**src/rtl/run_ctrl_if.sv**
```systemverilog
// run_ctrl_if -- bundle of the run-control user inputs and CPU-side outputs.
//
// Signals:
//   cont      run switch, asynchronous to clk100m (1 = continuous run)
//   step      single-step pushbutton, asynchronous to clk100m
//   cpu_en    one-cycle clock-enable to the multicycle CPU
//   running   high while the controller is in continuous run
//   step_cnt  number of cpu_en pulses issued (16-bit, wrapping)
//
// Modports:
//   master  drives the switch/button side, observes the outputs
//   slave   the run_ctrl block itself
interface run_ctrl_if;
    logic        cont;
    logic        step;
    logic        cpu_en;
    logic        running;
    logic [15:0] step_cnt;

    modport master (
        output cont,
        output step,
        input  cpu_en,
        input  running,
        input  step_cnt
    );

    modport slave (
        input  cont,
        input  step,
        output cpu_en,
        output running,
        output step_cnt
    );
endinterface

```
**src/rtl/run_ctrl.sv**
```systemverilog
// run_ctrl -- run/step controller producing a clock-enable for a multicycle CPU.
//
// The cont switch and step button are synchronized (2 flops) and debounced
// independently. A debounced step press issues exactly one cpu_en pulse;
// a debounced cont=1 enters continuous run, where a prescaler issues one
// cpu_en pulse every RUN_DIV cycles.
//
// Parameters:
//   DEBOUNCE_CYCLES  cycles a synchronized input must disagree with its
//                    debounced value before the debounced value follows (>=1)
//   RUN_DIV          clk100m cycles between cpu_en pulses in run mode (>=1)
//
// Ports:
//   clk100m  system clock (single domain)
//   rst      asynchronous active-high reset
//   bus      run_ctrl_if.slave: cont, step in; cpu_en, running, step_cnt out
//
// Build option:
//   RUN_CTRL_STEP_CNT_EN  when defined the step_cnt pulse counter is built;
//                         otherwise step_cnt is tied to 16'h0000.
module run_ctrl #(
    parameter int DEBOUNCE_CYCLES = 1000000,
    parameter int RUN_DIV         = 50000000
) (
    input  logic           clk100m,
    input  logic           rst,
    run_ctrl_if.slave      bus
);

    // Debounce counter only needs to reach DEBOUNCE_CYCLES-1.
    localparam int CW = (DEBOUNCE_CYCLES > 1) ? $clog2(DEBOUNCE_CYCLES) : 1;
    localparam logic [CW-1:0] DB_LAST = CW'(DEBOUNCE_CYCLES - 1);

    localparam int PW = (RUN_DIV > 1) ? $clog2(RUN_DIV) : 1;
    localparam logic [PW-1:0] PS_LAST = PW'(RUN_DIV - 1);

    // Input index 0 = cont, 1 = step.
    logic [1:0] raw_in;
    logic [1:0] db_val;

    assign raw_in = {bus.step, bus.cont};

    // ------------------------------------------------------------------
    // Per-input synchronizer + debounce
    // ------------------------------------------------------------------
    genvar gi;
    generate
        for (gi = 0; gi < 2; gi++) begin : g_in
            logic          sync1_q;
            logic          sync2_q;
            logic          db_q;
            logic          db_d;
            logic [CW-1:0] cnt_q;
            logic [CW-1:0] cnt_d;

            // Counter runs only while the synchronized level disagrees with
            // the debounced value; any agreeing cycle restarts the count.
            always_comb begin
                db_d  = db_q;
                cnt_d = '0;
                if (sync2_q != db_q) begin
                    if (cnt_q == DB_LAST) begin
                        db_d = sync2_q;
                    end else begin
                        cnt_d = cnt_q + 1'b1;
                    end
                end
            end

            always_ff @(posedge clk100m or posedge rst) begin
                if (rst) begin
                    sync1_q <= 1'b0;
                    sync2_q <= 1'b0;
                    db_q    <= 1'b0;
                    cnt_q   <= '0;
                end else begin
                    sync1_q <= raw_in[gi];
                    sync2_q <= sync1_q;
                    db_q    <= db_d;
                    cnt_q   <= cnt_d;
                end
            end

            assign db_val[gi] = db_q;
        end
    endgenerate

    logic cont_db;
    logic step_db;
    logic step_dly_q;
    logic step_rise;

    assign cont_db   = db_val[0];
    assign step_db   = db_val[1];
    // Edge detect on the debounced level: one pulse per press however long held.
    assign step_rise = step_db & ~step_dly_q;

    always_ff @(posedge clk100m or posedge rst) begin
        if (rst) begin
            step_dly_q <= 1'b0;
        end else begin
            step_dly_q <= step_db;
        end
    end

    // ------------------------------------------------------------------
    // Control FSM
    // ------------------------------------------------------------------
    typedef enum logic [1:0] {
        S_IDLE = 2'd0,
        S_STEP = 2'd1,
        S_RUN  = 2'd2
    } state_t;

    state_t        state_q;
    state_t        state_d;
    logic [PW-1:0] presc_q;
    logic [PW-1:0] presc_d;
    logic          cpu_en_q;
    logic          cpu_en_d;
    logic          running_q;
    logic          running_d;

    // State register (outputs are registered alongside so they are glitch-free).
    always_ff @(posedge clk100m or posedge rst) begin
        if (rst) begin
            state_q   <= S_IDLE;
            presc_q   <= '0;
            cpu_en_q  <= 1'b0;
            running_q <= 1'b0;
        end else begin
            state_q   <= state_d;
            presc_q   <= presc_d;
            cpu_en_q  <= cpu_en_d;
            running_q <= running_d;
        end
    end

    // Next state. Run takes priority over a coincident step press; step
    // presses seen outside IDLE are simply dropped.
    always_comb begin
        state_d = state_q;
        case (state_q)
            S_IDLE: begin
                if (cont_db) begin
                    state_d = S_RUN;
                end else if (step_rise) begin
                    state_d = S_STEP;
                end
            end
            S_STEP:  state_d = S_IDLE;
            S_RUN: begin
                if (!cont_db) begin
                    state_d = S_IDLE;
                end
            end
            default: state_d = S_IDLE;
        endcase
    end

    // Output/datapath next values, decoded from the state being entered so the
    // registered outputs line up with the registered state.
    always_comb begin
        presc_d   = '0;
        cpu_en_d  = 1'b0;
        running_d = (state_d == S_RUN);
        case (state_d)
            S_STEP: cpu_en_d = 1'b1;
            S_RUN: begin
                // Prescaler restarts at 0 on every RUN entry.
                if (state_q == S_RUN) begin
                    presc_d = (presc_q == PS_LAST) ? '0 : presc_q + 1'b1;
                end
                cpu_en_d = (presc_d == PS_LAST);
            end
            default: ;
        endcase
    end

    assign bus.cpu_en  = cpu_en_q;
    assign bus.running = running_q;

    // ------------------------------------------------------------------
    // Pulse counter
    // ------------------------------------------------------------------
`ifdef RUN_CTRL_STEP_CNT_EN
    logic [15:0] step_cnt_q;
    logic [15:0] step_cnt_d;

    always_comb begin
        step_cnt_d = step_cnt_q;
        if (cpu_en_d) begin
            step_cnt_d = step_cnt_q + 16'd1;
        end
    end

    always_ff @(posedge clk100m or posedge rst) begin
        if (rst) begin
            step_cnt_q <= 16'h0000;
        end else begin
            step_cnt_q <= step_cnt_d;
        end
    end

    assign bus.step_cnt = step_cnt_q;
`else
    assign bus.step_cnt = 16'h0000;
`endif

endmodule

```
**src/flat_wrapper.sv**
```systemverilog
// flat-port wrapper written by rule: the top's interface ports become plain ports
module run_ctrl_flat 
#(
    parameter int DEBOUNCE_CYCLES = 1000000,
    parameter int RUN_DIV         = 50000000
)
  (clk100m, rst, bus_cont, bus_step, bus_cpu_en, bus_running, bus_step_cnt);
  run_ctrl_if bus_i ();
  input  logic clk100m;
  input  logic rst;
  input wire logic [$bits(bus_i.cont)-1:0] bus_cont;
  input wire logic [$bits(bus_i.step)-1:0] bus_step;
  output wire logic [$bits(bus_i.cpu_en)-1:0] bus_cpu_en;
  output wire logic [$bits(bus_i.running)-1:0] bus_running;
  output wire logic [$bits(bus_i.step_cnt)-1:0] bus_step_cnt;
  assign bus_i.cont = bus_cont;
  assign bus_i.step = bus_step;
  assign bus_cpu_en = bus_i.cpu_en;
  assign bus_running = bus_i.running;
  assign bus_step_cnt = bus_i.step_cnt;
  run_ctrl #(.DEBOUNCE_CYCLES(DEBOUNCE_CYCLES), .RUN_DIV(RUN_DIV)) u_core (.clk100m(clk100m), .rst(rst), .bus(bus_i));
endmodule
```
**config.mk**
```make
export PLATFORM = sky130hd
export DESIGN_NAME = run_ctrl_flat
export DESIGN_NICKNAME = d
export VERILOG_FILES = /design/src/rtl/run_ctrl_if.sv /design/src/rtl/run_ctrl.sv /design/src/flat_wrapper.sv
export SDC_FILE = /design/constraint.sdc
export NUM_CORES = 1
export LEC_CHECK = 0
export BUFFER_PORTS_ARGS = -buffer_cell sky130_fd_sc_hd__buf_4
export CAP_MARGIN = 0
export CORE_AREA = 2 2 93 95
export CTS_CLUSTER_DIAMETER = 50
export DETAILED_ROUTE_END_ITERATION = 7
export DIE_AREA = 0 0 95 97
export PLACE_DENSITY = 0.69
export SKIP_LAST_GASP = 1
export SLEW_MARGIN = 10
export SYNTH_ARGS = -nofsm -noshare
export SYNTH_HDL_FRONTEND = slang
export SYNTH_SLANG_ARGS = --single-unit
```
**constraint.sdc**
```tcl
create_clock -name clk100m -period 2.75 [get_ports clk100m]
set_clock_uncertainty 0.15 [all_clocks]
set_input_delay 0.6875 -clock clk100m [delete_from_list [all_inputs] [get_ports clk100m]]
set_output_delay 0.6875 -clock clk100m [all_outputs]
set_load 0.01 [all_outputs]
```
==> tab_implementation.tex, run 1 <==
\begin{tabular}{lr}
\hline
Metric & Value \\
\hline
\multicolumn{2}{l}{\textbf{Clock network}} \\
Count of hold-fix buffers inserted at cts & 0 \\
Clock tree from TritonCTS & yes \\
Post-CTS setup-driven buffer insertion count & 0 \\
Bufs on Longest Clock Path & 2 \\
Count of instances resized after the clock tree is built & 0 \\
Clock-pin slew on the worst setup and hold paths & $\sim$0.090 ns \\
H-tree levels & 3 \\
Root Buffer Master & sky130\_fd\_sc\_hd\_\_clkbuf\_8 \\
Clock insertion delay at the later pin of the skew report & roughly 0.33 ns \\
Total clock buffers created by CTS & 9 \\
Number of sinks on the clock net & 77 \\
\multicolumn{2}{l}{\textbf{Global route}} \\
Antenna violations before repair & 0 \\
Pin count of the biggest net entering global routing & between 50 and 60 \\
Via count of the first global-routing pass & about 2,800 \\
Aggregate global-route resource usage & 0.171 \\
GR Layer Usage met2 & 0.251 \\
Met3 track demand over resource in global routing & 0.0327 \\
Most Used Layer, Global Route & met2 \\
First-pass GRT wire length & 12,600 µm \\
Met1 routing resource usage after global routing & 0.245 \\
Grt ovf & 0 \\
\multicolumn{2}{l}{\textbf{Yosys}} \\
Sequential fraction of the synthesis area & 0.480 \\
Count of state elements after synthesis & 77 \\
Share of Yosys cell area claimed by the top area cell type & 0.480 \\
Ranking of synthesized cells by area & sky130\_fd\_sc\_hd\_\_dfrtp\_1 48\%, sky130\_fd\_sc\_hd\_\_xor2\_1 7.2\%, sky130\_fd\_sc\_hd\_\_nor2\_1 6.6\% \\
EDFF count, synth & 0 \\
Number of cells produced by synthesis & slightly above 400 \\
Cell Area, Synth & 0.00401 mm² \\
Number of synthesis warnings & 0 \\
Flip-flop cell with the highest count after synthesis & sky130\_fd\_sc\_hd\_\_dfrtp\_1 \\
Unique masters post-synth & between 50 and 60 \\
Mean post-synth cell area & 9.74 µm² \\
Async set or reset register ratio after synthesis & 1.00 \\
Largest area contributor in the synthesized netlist & sky130\_fd\_sc\_hd\_\_dfrtp\_1 \\
\multicolumn{2}{l}{\textbf{Pwr}} \\
Worst ir drop on vdd & 0.241 mV \\
Total power of the final layout & $\sim$2.0 mW \\
Ratio of total power to cell area & 474 mW/mm² \\
Leak & around 1.8 nW \\
\multicolumn{2}{l}{\textbf{Setup path}} \\
Req. time, crit path & 2.88 ns \\
CP Launch Type & register \\
Launch instance of the worst register-to-register path & u\_core.presc\_q[0]\$\_DFF\_PP0\_ \\
Crit path from & u\_core.presc\_q[0]\$\_DFF\_PP0\_ \\
Critical path cell sequence & ha\_1 -> nand4\_1 -> or4b\_2 -> nand2\_1 -> nand4\_1 -> nor4\_1 -> a32o\_2 \\
CP arrival & 2.77 ns \\
CP delay by family, top & simple AND/OR/NAND/NOR gates \\
Slowest cell delay on critical path & 0.71 ns \\
Top cell by count, worst path & sky130\_fd\_sc\_hd\_\_nand4\_1 \\
Max Fanout on Critical Path & 8 \\
Slowest CP cell & sky130\_fd\_sc\_hd\_\_or4b\_2 \\
Crit end category & register \\
Total buffers and inverters traversed by the critical path & 0 \\
WS Path Type & reg -> reg \\
\multicolumn{2}{l}{\textbf{Die}} \\
Std-Cell Core Area & 0.00813 mm² \\
Die Outline Area & 0.00922 mm² \\
IO Count & 22 \\
Initial cell density of the core & 0.493 \\
Chip Height & 97 µm \\
Number of placement rows & 33 \\
Die width & 95 µm \\
\multicolumn{2}{l}{\textbf{Place}} \\
Number of port buffers & 5 \\
Placed cell count & 517 \\
RD Place Congestion & between 0.8 and 0.9 \\
Half-perimeter wire length after placement & roughly 5000 µm \\
Placement Cell Area & 0.00413 mm² \\
\multicolumn{2}{l}{\textbf{Drt}} \\
Routed via count divided by cell count & 5.34 \\
Wirelength per Cell & 13.4 µm \\
Routed wire length & 7150 µm \\
Number of search-and-repair iterations in the first detailed-routing pass & 4 \\
Via Count & around 2,800 \\
Remaining DRCs & 0 \\
Antenna-violating nets left & 0 \\
Starting DRC count in detailed routing & approximately 120 \\
\multicolumn{2}{l}{\textbf{Cells and area}} \\
Number of fill cells in the layout & 725 \\
Fin nets & 432 \\
Share of cells above drive strength 1 & 0.0981 \\
Highest-count cells in the layout ignoring fill and taps & 77 x sky130\_fd\_sc\_hd\_\_dfrtp\_1, 71 x sky130\_fd\_sc\_hd\_\_nor2\_1, 33 x sky130\_fd\_sc\_hd\_\_xor2\_1 \\
Layout Cells excl Fill & 533 \\
Most common library cell in the layout ignoring fill and taps & sky130\_fd\_sc\_hd\_\_dfrtp\_1 \\
Layout overhead on the synthesized area & 7.80\% \\
Ant. Diodes & 0 \\
Final standard cell area without fillers & 0.00433 mm² \\
\multicolumn{2}{l}{\textbf{STA}} \\
Worst Tran Pin Value & about 0.60 ns \\
Fmax achieved & 379 MHz \\
Count of final hold-check violations & 0 \\
Post-route clock period utilization & 0.960 \\
Setup TNS & 0 ns \\
Setup repair after global routing missed its margin & yes \\
Worst relative slew slack & 0.599 \\
Minimum clock period & between 2 and 3 ns \\
Setup violation total in the final timing report & 0 \\
Slew Limit Fails & 0 \\
\multicolumn{2}{l}{\textbf{Worst hold path}} \\
Hold/Removal Path Class & reg -> reg \\
Startpoint of the worst hold path & u\_core.g\_in[0].sync1\_q\$\_DFF\_PP0\_ \\
\multicolumn{2}{l}{\textbf{Outcome}} \\
Result of the run & completed \\
\multicolumn{2}{l}{\textbf{Job}} \\
Max-cap violations & 0 \\
\hline
\end{tabular}
==> through the flow <==
stage	utilization	hold slack [ns]	setup slack [ns]
after floorplan	-	0.181	0.429
after global placement	0.507	0.184	0.202
after detailed placement	0.507	0.185	0.0440
after CTS	0.531	0.201	0.0293
after global routing	0.532	0.203	-0.0334
final	0.532	0.199	0.110
==> cells by family after synthesis <==
group	count (synthesis)	share of synthesized area
buf+inv	35	0.0505
simple gates	211	0.279
compound gates	20	0.0349
other cells	1	0.000935
xor+xnor	60	0.131
flops	77	0.480
mux	2	0.00561
fa+ha+maj	6	0.0181
==> sequential cells by signal, indices dropped and copies added, names as in the netlist <==
register,count
u_core.bus.running,1
u_core.state_q,2
u_core.g_in.db_q,1
u_core.presc_q,26
u_core.g_in.sync1_q,2
u_core.bus.cpu_en,1
u_core.step_dly_q,1
u_core.g_in.sync2_q,2
u_core.cont_db,1
u_core.g_in.cnt_q,40
==> synthesized netlist by cell type, drive strengths merged (9+ instances only) <==
library cell,instances
nand2,27
buf,17
nand4,14
xor2,33
dfrtp,77
nor2,71
and3,9
inv,10
nor3,9
nor4,16
nand3,32
xnor2,27
==> layer usage <==
metal / up-vias / share of wire
li1: 1410 / -
met1: 1377 / 0.49
met2: 55 / 0.46
met3: 6 / 0.036
met4: 0 / 0.011
met5: - / 0
==> where the power goes <==
part	internal (mW)	switching, mW	total [mW]
clock	0.442	0.395	0.837
sequential	1.14	0.00907	1.15
combinational	0.0147	0.0470	0.0617
total	1.60	0.451	2.05
==> layout make-up <==
type / count / area (µm²) / area share
inverter: 10 / 41.3 / 0.00955
clock inverter: 4 / 47.5 / 0.0110
sequential: 77 / 1930 / 0.445
clock buffer: 12 / 145 / 0.0336
tap: 105 / 131 / 0.0304
multi-input combinational: 315 / 1950 / 0.450
timing repair buffer: 10 / 87.6 / 0.0202
==> path summary, 6_finish.rpt <==
| kind | slack (ns) | endpoint | depth (start not counted) |
|---|---|---|---|
| max | 0.11 | u_core.bus.cpu_en$_DFF_PP0_ | 7 |
| min | 0.20 | u_core.g_in[0].sync2_q$_DFF_PP0_ | 0 |
| max reg2reg | 0.11 | u_core.bus.cpu_en$_DFF_PP0_ | 7 |
| min reg2reg | 0.20 | u_core.g_in[0].sync2_q$_DFF_PP0_ | 0 |
| max in group asynchronous | 1.54 | u_core.step_dly_q$_DFF_PP0_ | 3 |
| min in group asynchronous | 0.27 | u_core.g_in[1].cnt_q[15]$_DFF_PP0_ | 2 |
Note: power is estimated with default switching activity, not from simulation.
==> run 2, diff against run 1 <==
--- a/config.mk
+++ b/config.mk
@@ -8,6 +8,7 @@
 export BUFFER_PORTS_ARGS = -buffer_cell sky130_fd_sc_hd__buf_4
 export CAP_MARGIN = 0
 export CORE_AREA = 2 2 93 95
+export CTS_BUF_LIST = sky130_fd_sc_hd__clkbuf_4 sky130_fd_sc_hd__clkbuf_8
 export CTS_CLUSTER_DIAMETER = 50
 export DETAILED_ROUTE_END_ITERATION = 7
 export DIE_AREA = 0 0 95 97
==> run 2 against run 1 <==
Sequential power barely moved. Total power rose by 0.93%. Maximum frequency is essentially flat. Wire length hardly changed. Count of clock-buffer cells in the layout is the same. Flip-flop and latch count unchanged. Worst setup slack worse by 0.00084 ns. Critical path type unchanged. Sequential share of layout area down 0.077 points. Final cell count stayed put. Die area unchanged. Via count about the same. First-iteration DRC count fell by 1.7%.
==> tab_implementation.tex, run 2 (same netlist as run 1, synthesis figures left out) <==
\begin{tabular}{lr}
\hline
Metric & Value \\
\hline
\multicolumn{2}{l}{\textbf{Outcome}} \\
Result of the run & completed (unchanged) \\
\multicolumn{2}{l}{\textbf{Place}} \\
Half-perimeter wire length after placement & 5010 µm (unchanged) \\
RD Place Congestion & 0.859 (unchanged) \\
Number of port buffers & 5 (unchanged) \\
Worst-case setup slack after placement & 0.0440 ns (unchanged) \\
\multicolumn{2}{l}{\textbf{Clock network}} \\
Clock insertion delay at the later pin of the skew report & 0.33 ns (about the same) \\
Total clock buffers created by CTS & 9 (unchanged) \\
Bufs on Longest Clock Path & 2 (unchanged) \\
Root Buffer Master & sky130\_fd\_sc\_hd\_\_clkbuf\_8 (unchanged) \\
Count of instances resized after the clock tree is built & 0 (unchanged) \\
Count of hold-fix buffers inserted at cts & 0 (unchanged) \\
Clock-pin slew on the worst setup and hold paths & 0.08 ns (was 0.09 ns) \\
Number of sinks on the clock net & 77 (unchanged) \\
H-tree levels & 3 (unchanged) \\
Clock tree from TritonCTS & yes (unchanged) \\
Post-CTS setup-driven buffer insertion count & 0 (unchanged) \\
\multicolumn{2}{l}{\textbf{Cells and area}} \\
Highest-count cells in the layout ignoring fill and taps & 77 x sky130\_fd\_sc\_hd\_\_dfrtp\_1, 71 x sky130\_fd\_sc\_hd\_\_nor2\_1, 33 x sky130\_fd\_sc\_hd\_\_xor2\_1 (unchanged) \\
Top flop regs & u\_core.g\_in.cnt\_q x40, u\_core.presc\_q x26 (unchanged) \\
Largest register FFs & 40 (unchanged) \\
Most common library cell in the layout ignoring fill and taps & sky130\_fd\_sc\_hd\_\_dfrtp\_1 (unchanged) \\
Layout overhead on the synthesized area & 7.98\% (was 7.80\%) \\
Number of fill cells in the layout & 725 (unchanged) \\
Fin nets & 432 (unchanged) \\
Share of cells above drive strength 1 & 0.103 (was 0.0981) \\
Ant. Diodes & 0 (unchanged) \\
Largest register by flop count & u\_core.g\_in.cnt\_q (unchanged) \\
\multicolumn{2}{l}{\textbf{Setup path}} \\
CP delay by family, top & simple AND/OR/NAND/NOR gates (unchanged) \\
FF-to-FF path depth & 7 (unchanged) \\
Reg-to-reg endpoint & u\_core.bus.cpu\_en\$\_DFF\_PP0\_ (unchanged) \\
WS Path Type & reg -> reg (unchanged) \\
Req. time, crit path & 2.88 ns (about the same) \\
Reg-to-reg slack, setup & 0.11 ns (about the same) \\
Total buffers and inverters traversed by the critical path & 0 (unchanged) \\
Critical path cell sequence & ha\_1 -> nand4\_1 -> or4b\_2 -> nand2\_1 -> nand4\_1 -> nor4\_1 -> a32o\_2 (unchanged) \\
Crit end category & register (unchanged) \\
CP arrival & 2.77 ns (about the same) \\
Launch instance of the worst register-to-register path & u\_core.presc\_q[0]\$\_DFF\_PP0\_ (unchanged) \\
Top cell by count, worst path & sky130\_fd\_sc\_hd\_\_nand4\_1 (unchanged) \\
CP Launch Type & register (unchanged) \\
Max Fanout on Critical Path & 8 (unchanged) \\
Slowest cell delay on critical path & 0.71 ns (about the same) \\
Slowest CP cell & sky130\_fd\_sc\_hd\_\_or4b\_2 (unchanged) \\
\multicolumn{2}{l}{\textbf{Global route}} \\
Pin count of the biggest net entering global routing & 52 (unchanged) \\
Antenna violations before repair & 0 (unchanged) \\
Grt ovf & 0 (unchanged) \\
Aggregate global-route resource usage & 0.171 (unchanged) \\
First-pass GRT wire length & 12,600 µm (unchanged) \\
Via count of the first global-routing pass & 2,789 (unchanged) \\
\multicolumn{2}{l}{\textbf{STA}} \\
Minimum clock period & 2.64 ns (about the same) \\
Final worst slack & 0.109 ns (was 0.110 ns) \\
Worst Tran Pin Value & 0.601 ns (unchanged) \\
Count of final hold-check violations & 0 (unchanged) \\
Setup TNS & 0 ns (unchanged) \\
Slew Limit Fails & 0 (unchanged) \\
Setup violation total in the final timing report & 0 (unchanged) \\
Fmax achieved & 379 MHz (about the same) \\
Worst relative slew slack & 0.599 (unchanged) \\
Setup repair after global routing missed its margin & yes (unchanged) \\
Worst hold slack & 0.199 ns (unchanged) \\
Post-route clock period utilization & 0.960 (about the same) \\
\multicolumn{2}{l}{\textbf{Job}} \\
Max-cap violations & 0 (unchanged) \\
\multicolumn{2}{l}{\textbf{Pwr}} \\
Clock network fraction of total power & 0.414 (was 0.408) \\
Flop pwr share & 0.556 (was 0.561) \\
NetSw & 0.450 mW (was 0.451 mW) \\
Switching power share of the total & 0.218 (was 0.220) \\
Combinational share of power & 0.030 (about the same) \\
Cell Int Power & 1.62 mW (was 1.60 mW) \\
Ratio of total power to cell area & 477 mW/mm² (was 474 mW/mm²) \\
Leak & 1.80 nW (was 1.79 nW) \\
Worst ir drop on vdd & 0.241 mV (about the same) \\
\multicolumn{2}{l}{\textbf{Worst hold path}} \\
Startpoint of the worst hold path & u\_core.g\_in[0].sync1\_q\$\_DFF\_PP0\_ (unchanged) \\
End point of the most critical hold path & u\_core.g\_in[0].sync2\_q\$\_DFF\_PP0\_ (unchanged) \\
Hold/Removal Path Class & reg -> reg (unchanged) \\
Hold path depth & 0 (unchanged) \\
\multicolumn{2}{l}{\textbf{Die}} \\
Std-Cell Core Area & 0.00813 mm² (unchanged) \\
Initial cell density of the core & 0.493 (unchanged) \\
Number of placement rows & 33 (unchanged) \\
Die Outline Area & 0.00922 mm² (unchanged) \\
IO Count & 22 (unchanged) \\
Die width & 95 µm (unchanged) \\
Chip Height & 97 µm (unchanged) \\
\multicolumn{2}{l}{\textbf{Drt}} \\
Routed wire length & 7150 µm (about the same) \\
Starting DRC count in detailed routing & 119 (was 121) \\
Number of search-and-repair iterations in the first detailed-routing pass & 4 (unchanged) \\
Wirelength per Cell & 13.4 µm (about the same) \\
Routed via count divided by cell count & 5.35 (was 5.34) \\
Via Count & 2,849 (was 2,848) \\
Antenna-violating nets left & 0 (unchanged) \\
Remaining DRCs & 0 (unchanged) \\
\hline
\end{tabular}
[run 2: worst reg2reg max path, delay by kind of cell (launching register included)]
kind / cells / cell delay, ns
adder cells (fa/ha/maj): 1 / 0.28
AO/OA/AOI/OAI: 1 / 0.21
flip-flops: 1 / 0.47
AND/OR/NAND/NOR: 5 / 1.48
[run 2: worst max-delay path by stage]
| stage | startpoint | endpoint | slack, ns | depth (start not counted) |
|---|---|---|---|---|
| after CTS | u_core.presc_q[0]$_DFF_PP0_ | u_core.bus.cpu_en$_DFF_PP0_ | 0.03 | 7 |
| after global placement | u_core.presc_q[0]$_DFF_PP0_ | u_core.bus.cpu_en$_DFF_PP0_ | 0.20 | 7 |
| after global routing | u_core.presc_q[0]$_DFF_PP0_ | u_core.presc_q[0]$_DFF_PP0_ | -0.03 | 7 |
| after floorplan | u_core.presc_q[0]$_DFF_PP0_ | u_core.bus.cpu_en$_DFF_PP0_ | 0.43 | 8 |
| after detailed placement | u_core.presc_q[0]$_DFF_PP0_ | u_core.bus.cpu_en$_DFF_PP0_ | 0.04 | 7 |
| final | u_core.presc_q[0]$_DFF_PP0_ | u_core.bus.cpu_en$_DFF_PP0_ | 0.11 | 7 |
[run 2: per-stage QoR]
stage                     utilization  area, µm²  power, mW  instances
after floorplan                     -       4070       1.24        427
after global placement          0.507       4130       1.24        517
after detailed placement        0.507       4130       1.24        517
after CTS                       0.532       4330       2.10        533
after global routing            0.533       4330       2.17        533
final                           0.533       4330       2.07        533
[run 2: final cells by class]
cell class	instances	area [µm²]	area share
Clock buffer	12	153	0.0352
Clock inverter	4	47.5	0.0110
Sequential cell	77	1930	0.445
Inverter	10	41.3	0.00953
Multi-Input combinational cell	315	1950	0.449
Tap cell	105	131	0.0303
Timing Repair Buffer	10	87.6	0.0202
[run 2: layer usage]
metal  global-route usage  part of all wire
met3               0.0327             0.036
met5                    0                 0
met1                0.245              0.49
met4               0.0747             0.011
met2                0.251              0.46
[run 2: power groups by stage]
stage	Combinational (mW)	Sequential, mW	Clock, mW
6_report	0.0617	1.15	0.856
5_1_grt	0.0743	1.15	0.942
3_3_place_gp	0.0634	1.17	0
2_1_floorplan	0.0643	1.17	0
4_1_cts	0.0649	1.15	0.890
3_5_place_dp	0.0647	1.17	0
==> run 3, diff against run 2 <==
--- a/config.mk
+++ b/config.mk
@@ -5,14 +5,15 @@
 export SDC_FILE = /design/constraint.sdc
 export NUM_CORES = 1
 export LEC_CHECK = 0
+export ABC_AREA = 1
 export BUFFER_PORTS_ARGS = -buffer_cell sky130_fd_sc_hd__buf_4
 export CAP_MARGIN = 0
-export CORE_AREA = 2 2 93 95
+export CORE_AREA = 2 2 97 99
 export CTS_BUF_LIST = sky130_fd_sc_hd__clkbuf_4 sky130_fd_sc_hd__clkbuf_8
 export CTS_CLUSTER_DIAMETER = 50
 export DETAILED_ROUTE_END_ITERATION = 7
-export DIE_AREA = 0 0 95 97
-export PLACE_DENSITY = 0.69
+export DIE_AREA = 0 0 99 101
+export PLACE_DENSITY = 0.68
 export SKIP_LAST_GASP = 1
 export SLEW_MARGIN = 10
 export SYNTH_ARGS = -nofsm -noshare
==> run 3 against run 2 <==
Worst setup slack better by 0.42 ns. Critical path depth rose by 1. Count of clock-buffer cells in the layout stayed put. Die area up 8.5%. Non-clock buffer count is 2 lower. Area after synthesis up 8.0%. Via count grew 23%. Design area grew 9.0%. Critical endpoint is now u_core.presc_q[22]$_DFF_PP0_. Total power rose by 8.6%. Maximum frequency increased by 19%. Largest power group unchanged. Utilization down 0.68 points.
==> tab_implementation.tex, run 3 <==
\begin{tabular}{lr}
\hline
Metric & Value \\
\hline
\multicolumn{2}{l}{\textbf{Cells and area}} \\
Share of cells above drive strength 1 & 0.114 (was 0.103) \\
Highest-count cells in the layout ignoring fill and taps & 119 x sky130\_fd\_sc\_hd\_\_nand2\_1, 102 x sky130\_fd\_sc\_hd\_\_nor2\_1, 77 x sky130\_fd\_sc\_hd\_\_dfrtp\_1 (was 77 x sky130\_fd\_sc\_hd\_\_dfrtp\_1, 71 x sky130\_fd\_sc\_hd\_\_nor2\_1, 33 x sky130\_fd\_sc\_hd\_\_xor2\_1) \\
Ant. Diodes & 0 (unchanged) \\
Largest register by flop count & u\_core.g\_in.cnt\_q (unchanged) \\
Number of fill cells in the layout & 834 (was 725) \\
Seq. cell area & 0.00193 mm² (unchanged) \\
Core Util, Final & 0.526 (was 0.533) \\
Largest register FFs & 40 (unchanged) \\
Top flop regs & u\_core.g\_in.cnt\_q x40, u\_core.presc\_q x26 (unchanged) \\
Fin nets & 590 (was 432) \\
Area taken by multi-input logic gates & 0.00204 mm² (was 0.00195 mm²) \\
Layout overhead on the synthesized area & 8.89\% (was 7.98\%) \\
Most common library cell in the layout ignoring fill and taps & sky130\_fd\_sc\_hd\_\_nand2\_1 (was sky130\_fd\_sc\_hd\_\_dfrtp\_1) \\
\multicolumn{2}{l}{\textbf{Clock network}} \\
Post-CTS setup-driven buffer insertion count & 0 (unchanged) \\
Count of hold-fix buffers inserted at cts & 0 (unchanged) \\
Bufs on Longest Clock Path & 2 (unchanged) \\
Clock insertion delay at the later pin of the skew report & 0.36 ns (was 0.33 ns) \\
Clock tree from TritonCTS & yes (unchanged) \\
Root Buffer Master & sky130\_fd\_sc\_hd\_\_clkbuf\_8 (unchanged) \\
Total clock buffers created by CTS & 9 (unchanged) \\
Clock-pin slew on the worst setup and hold paths & 0.09 ns (was 0.08 ns) \\
Count of instances resized after the clock tree is built & 0 (unchanged) \\
Number of sinks on the clock net & 77 (unchanged) \\
H-tree levels & 3 (unchanged) \\
\multicolumn{2}{l}{\textbf{Yosys}} \\
Flip-flop cell with the highest count after synthesis & sky130\_fd\_sc\_hd\_\_dfrtp\_1 (unchanged) \\
Cell with the most instances after synthesis & sky130\_fd\_sc\_hd\_\_nand2\_1 (was sky130\_fd\_sc\_hd\_\_dfrtp\_1) \\
Largest area contributor in the synthesized netlist & sky130\_fd\_sc\_hd\_\_dfrtp\_1 (unchanged) \\
Ranking of synthesized cells by area & sky130\_fd\_sc\_hd\_\_dfrtp\_1 44\%, sky130\_fd\_sc\_hd\_\_nand2\_1 10\%, sky130\_fd\_sc\_hd\_\_nor2\_1 8.8\% (was sky130\_fd\_sc\_hd\_\_dfrtp\_1 48\%, sky130\_fd\_sc\_hd\_\_xor2\_1 7.2\%, sky130\_fd\_sc\_hd\_\_nor2\_1 6.6\%) \\
Number of cells produced by synthesis & 565 (was 412) \\
Share of Yosys cell area claimed by the top area cell type & 0.444 (was 0.480) \\
Top cells by instance count after synthesis & 119 x sky130\_fd\_sc\_hd\_\_nand2\_1, 102 x sky130\_fd\_sc\_hd\_\_nor2\_1, 77 x sky130\_fd\_sc\_hd\_\_dfrtp\_1 (was 77 x sky130\_fd\_sc\_hd\_\_dfrtp\_1, 71 x sky130\_fd\_sc\_hd\_\_nor2\_1, 33 x sky130\_fd\_sc\_hd\_\_xor2\_1) \\
Cell Area, Synth & 0.00434 mm² (was 0.00401 mm²) \\
Unique masters post-synth & 40 (was 58) \\
Number of synthesis warnings & 0 (unchanged) \\
EDFF count, synth & 0 (unchanged) \\
Async set or reset register ratio after synthesis & 1.00 (unchanged) \\
Mean post-synth cell area & 7.67 µm² (was 9.74 µm²) \\
Sequential fraction of the synthesis area & 0.444 (was 0.480) \\
Count of state elements after synthesis & 77 (unchanged) \\
\multicolumn{2}{l}{\textbf{Setup path}} \\
Critical path cell sequence & ha\_1 -> nand3\_2 -> nor2\_2 -> nand3\_1 -> nor2\_2 -> nor2\_2 -> nand2\_1 -> nor2\_1 (was ha\_1 -> nand4\_1 -> or4b\_2 -> nand2\_1 -> nand4\_1 -> nor4\_1 -> a32o\_2) \\
CP delay by family, top & simple AND/OR/NAND/NOR gates (unchanged) \\
Req. time, crit path & 2.82 ns (was 2.88 ns) \\
Crit end category & register (unchanged) \\
CP arrival & 2.29 ns (was 2.77 ns) \\
Slowest CP cell & sky130\_fd\_sc\_hd\_\_nand2\_1 (was sky130\_fd\_sc\_hd\_\_or4b\_2) \\
WS Path Type & reg -> reg (unchanged) \\
Top cell by count, worst path & sky130\_fd\_sc\_hd\_\_nor2\_2 (was sky130\_fd\_sc\_hd\_\_nand4\_1) \\
Slowest cell delay on critical path & 0.43 ns (was 0.71 ns) \\
Total buffers and inverters traversed by the critical path & 0 (unchanged) \\
CP Launch Type & register (unchanged) \\
Max Fanout on Critical Path & 15 (was 8) \\
\multicolumn{2}{l}{\textbf{Die}} \\
Chip Height & 101 µm (was 97 µm) \\
IO Count & 22 (unchanged) \\
Initial cell density of the core & 0.483 (was 0.493) \\
Die Outline Area & 0.0100 mm² (was 0.00922 mm²) \\
Number of placement rows & 35 (was 33) \\
Std-Cell Core Area & 0.00898 mm² (was 0.00813 mm²) \\
Die width & 99 µm (was 95 µm) \\
\multicolumn{2}{l}{\textbf{Job}} \\
Max-cap violations & 0 (unchanged) \\
\multicolumn{2}{l}{\textbf{Place}} \\
Half-perimeter wire length after placement & 6300 µm (was 5010 µm) \\
Number of port buffers & 5 (unchanged) \\
RD Place Congestion & 0.890 (was 0.859) \\
\multicolumn{2}{l}{\textbf{STA}} \\
Count of final hold-check violations & 0 (unchanged) \\
Setup violation total in the final timing report & 0 (unchanged) \\
Worst relative slew slack & 0.621 (was 0.599) \\
Slew Limit Fails & 0 (unchanged) \\
Post-route clock period utilization & 0.809 (was 0.960) \\
Worst Tran Pin Value & 0.567 ns (was 0.601 ns) \\
Minimum clock period & 2.23 ns (was 2.64 ns) \\
Setup TNS & 0 ns (unchanged) \\
Setup repair after global routing missed its margin & no (was yes) \\
Fmax achieved & 449 MHz (was 379 MHz) \\
\multicolumn{2}{l}{\textbf{Drt}} \\
Number of search-and-repair iterations in the first detailed-routing pass & 4 (unchanged) \\
Wirelength per Cell & 12.3 µm (was 13.4 µm) \\
Antenna-violating nets left & 0 (unchanged) \\
Routed via count divided by cell count & 5.01 (was 5.35) \\
Via Count & 3,491 (was 2,849) \\
Routed wire length & 8540 µm (was 7150 µm) \\
Remaining DRCs & 0 (unchanged) \\
Starting DRC count in detailed routing & 142 (was 119) \\
\multicolumn{2}{l}{\textbf{Global route}} \\
Grt ovf & 0 (unchanged) \\
Pin count of the biggest net entering global routing & 78 (was 52) \\
Via count of the first global-routing pass & 3,372 (was 2,789) \\
Aggregate global-route resource usage & 0.189 (was 0.171) \\
First-pass GRT wire length & 15,200 µm (was 12,600 µm) \\
Antenna violations before repair & 0 (unchanged) \\
\multicolumn{2}{l}{\textbf{Pwr}} \\
Ratio of total power to cell area & 476 mW/mm² (was 477 mW/mm²) \\
Worst ir drop on vdd & 0.297 mV (was 0.241 mV) \\
Leak & 2.13 nW (was 1.80 nW) \\
Total power of the final layout & 2.25 mW (was 2.07 mW) \\
\multicolumn{2}{l}{\textbf{Worst hold path}} \\
Hold/Removal Path Class & reg -> reg (unchanged) \\
\multicolumn{2}{l}{\textbf{Outcome}} \\
Result of the run & completed (unchanged) \\
\hline
\end{tabular}
==> run 3: cells by family (layout without fill, tap and decap cells) <==
group,after synthesis,after routing,synth area share
and+or+nand+nor,328,328,0.350
buffers and inverters,97,103,0.0981
DFF,77,77,0.444
AOI/OAI and AO/OA,36,36,0.0468
xor gates and xnor gates,19,19,0.0401
adders and majority gates,5,5,0.0144
muxes,2,2,0.00519
other,1,16,0.000865
==> run 3: stage by stage <==
stage               setup WS [ns]  cell area [µm²]  std cells  hold WS, ns
floorplan                   0.851             4400        580        0.181
global placement            0.624             4480        681        0.184
detailed placement          0.536             4480        681        0.186
CTS                         0.504             4720        697        0.204
global route                0.299             4720        697        0.209
finish                      0.524             4720        697        0.203
==> run 3: worst paths after layout <==
kind / startpoint / to / slack (ns) / cells after the start
worst min-delay path: u_core.g_in[1].sync1_q$_DFF_PP0_ / u_core.g_in[1].sync2_q$_DFF_PP0_ / 0.20 / 0
worst max register to register: u_core.presc_q[0]$_DFF_PP0_ / u_core.presc_q[22]$_DFF_PP0_ / 0.52 / 8
min in group asynchronous: rst / u_core.g_in[1].cnt_q[15]$_DFF_PP0_ / 0.28 / 3
max in group asynchronous: rst / u_core.g_in[0].cnt_q[3]$_DFF_PP0_ / 1.86 / 3
worst min register to register: u_core.g_in[1].sync1_q$_DFF_PP0_ / u_core.g_in[1].sync2_q$_DFF_PP0_ / 0.20 / 0
worst max-delay path: u_core.presc_q[0]$_DFF_PP0_ / u_core.presc_q[22]$_DFF_PP0_ / 0.52 / 8
==> run 3: worst reg2reg max path: stages (launching register included) <==
cell	delay, ns
sky130_fd_sc_hd__dfrtp_1	0.42
sky130_fd_sc_hd__ha_1	0.25
sky130_fd_sc_hd__nand3_2	0.15
sky130_fd_sc_hd__nor2_2	0.21
sky130_fd_sc_hd__nand3_1	0.11
sky130_fd_sc_hd__nor2_2	0.16
sky130_fd_sc_hd__nor2_2	0.10
sky130_fd_sc_hd__nand2_1	0.43
sky130_fd_sc_hd__nor2_1	0.11
==> run 3: metal layers <==
metal | share of wire | wire length (µm) | global-route usage | vias up
li1 | - | - | - | 1776
met1 | 0.47 | 4020 | 0.257 | 1635
met2 | 0.47 | 3970 | 0.302 | 69
met3 | 0.048 | 411 | 0.0305 | 11
met4 | 0.016 | 133 | 0.0790 | 0
met5 | 0 | 0 | 0 | -
==> run 3: cell type report <==
class	count	area share
sequential	77	0.408
tap	111	0.0294
clock buffer	12	0.0350
inverter	79	0.0636
clock inverter	4	0.0164
multi-input combinational	406	0.432
timing repair buffer	8	0.0154
==> run 3: power breakdown <==
group | total (mW) | leakage (nW) | switching (mW) | internal (mW)
registers | 1.15 | 1.06 | 0.00598 | 1.14
clock network | 1.03 | 0.123 | 0.439 | 0.591
logic | 0.0700 | 0.941 | 0.0521 | 0.0179
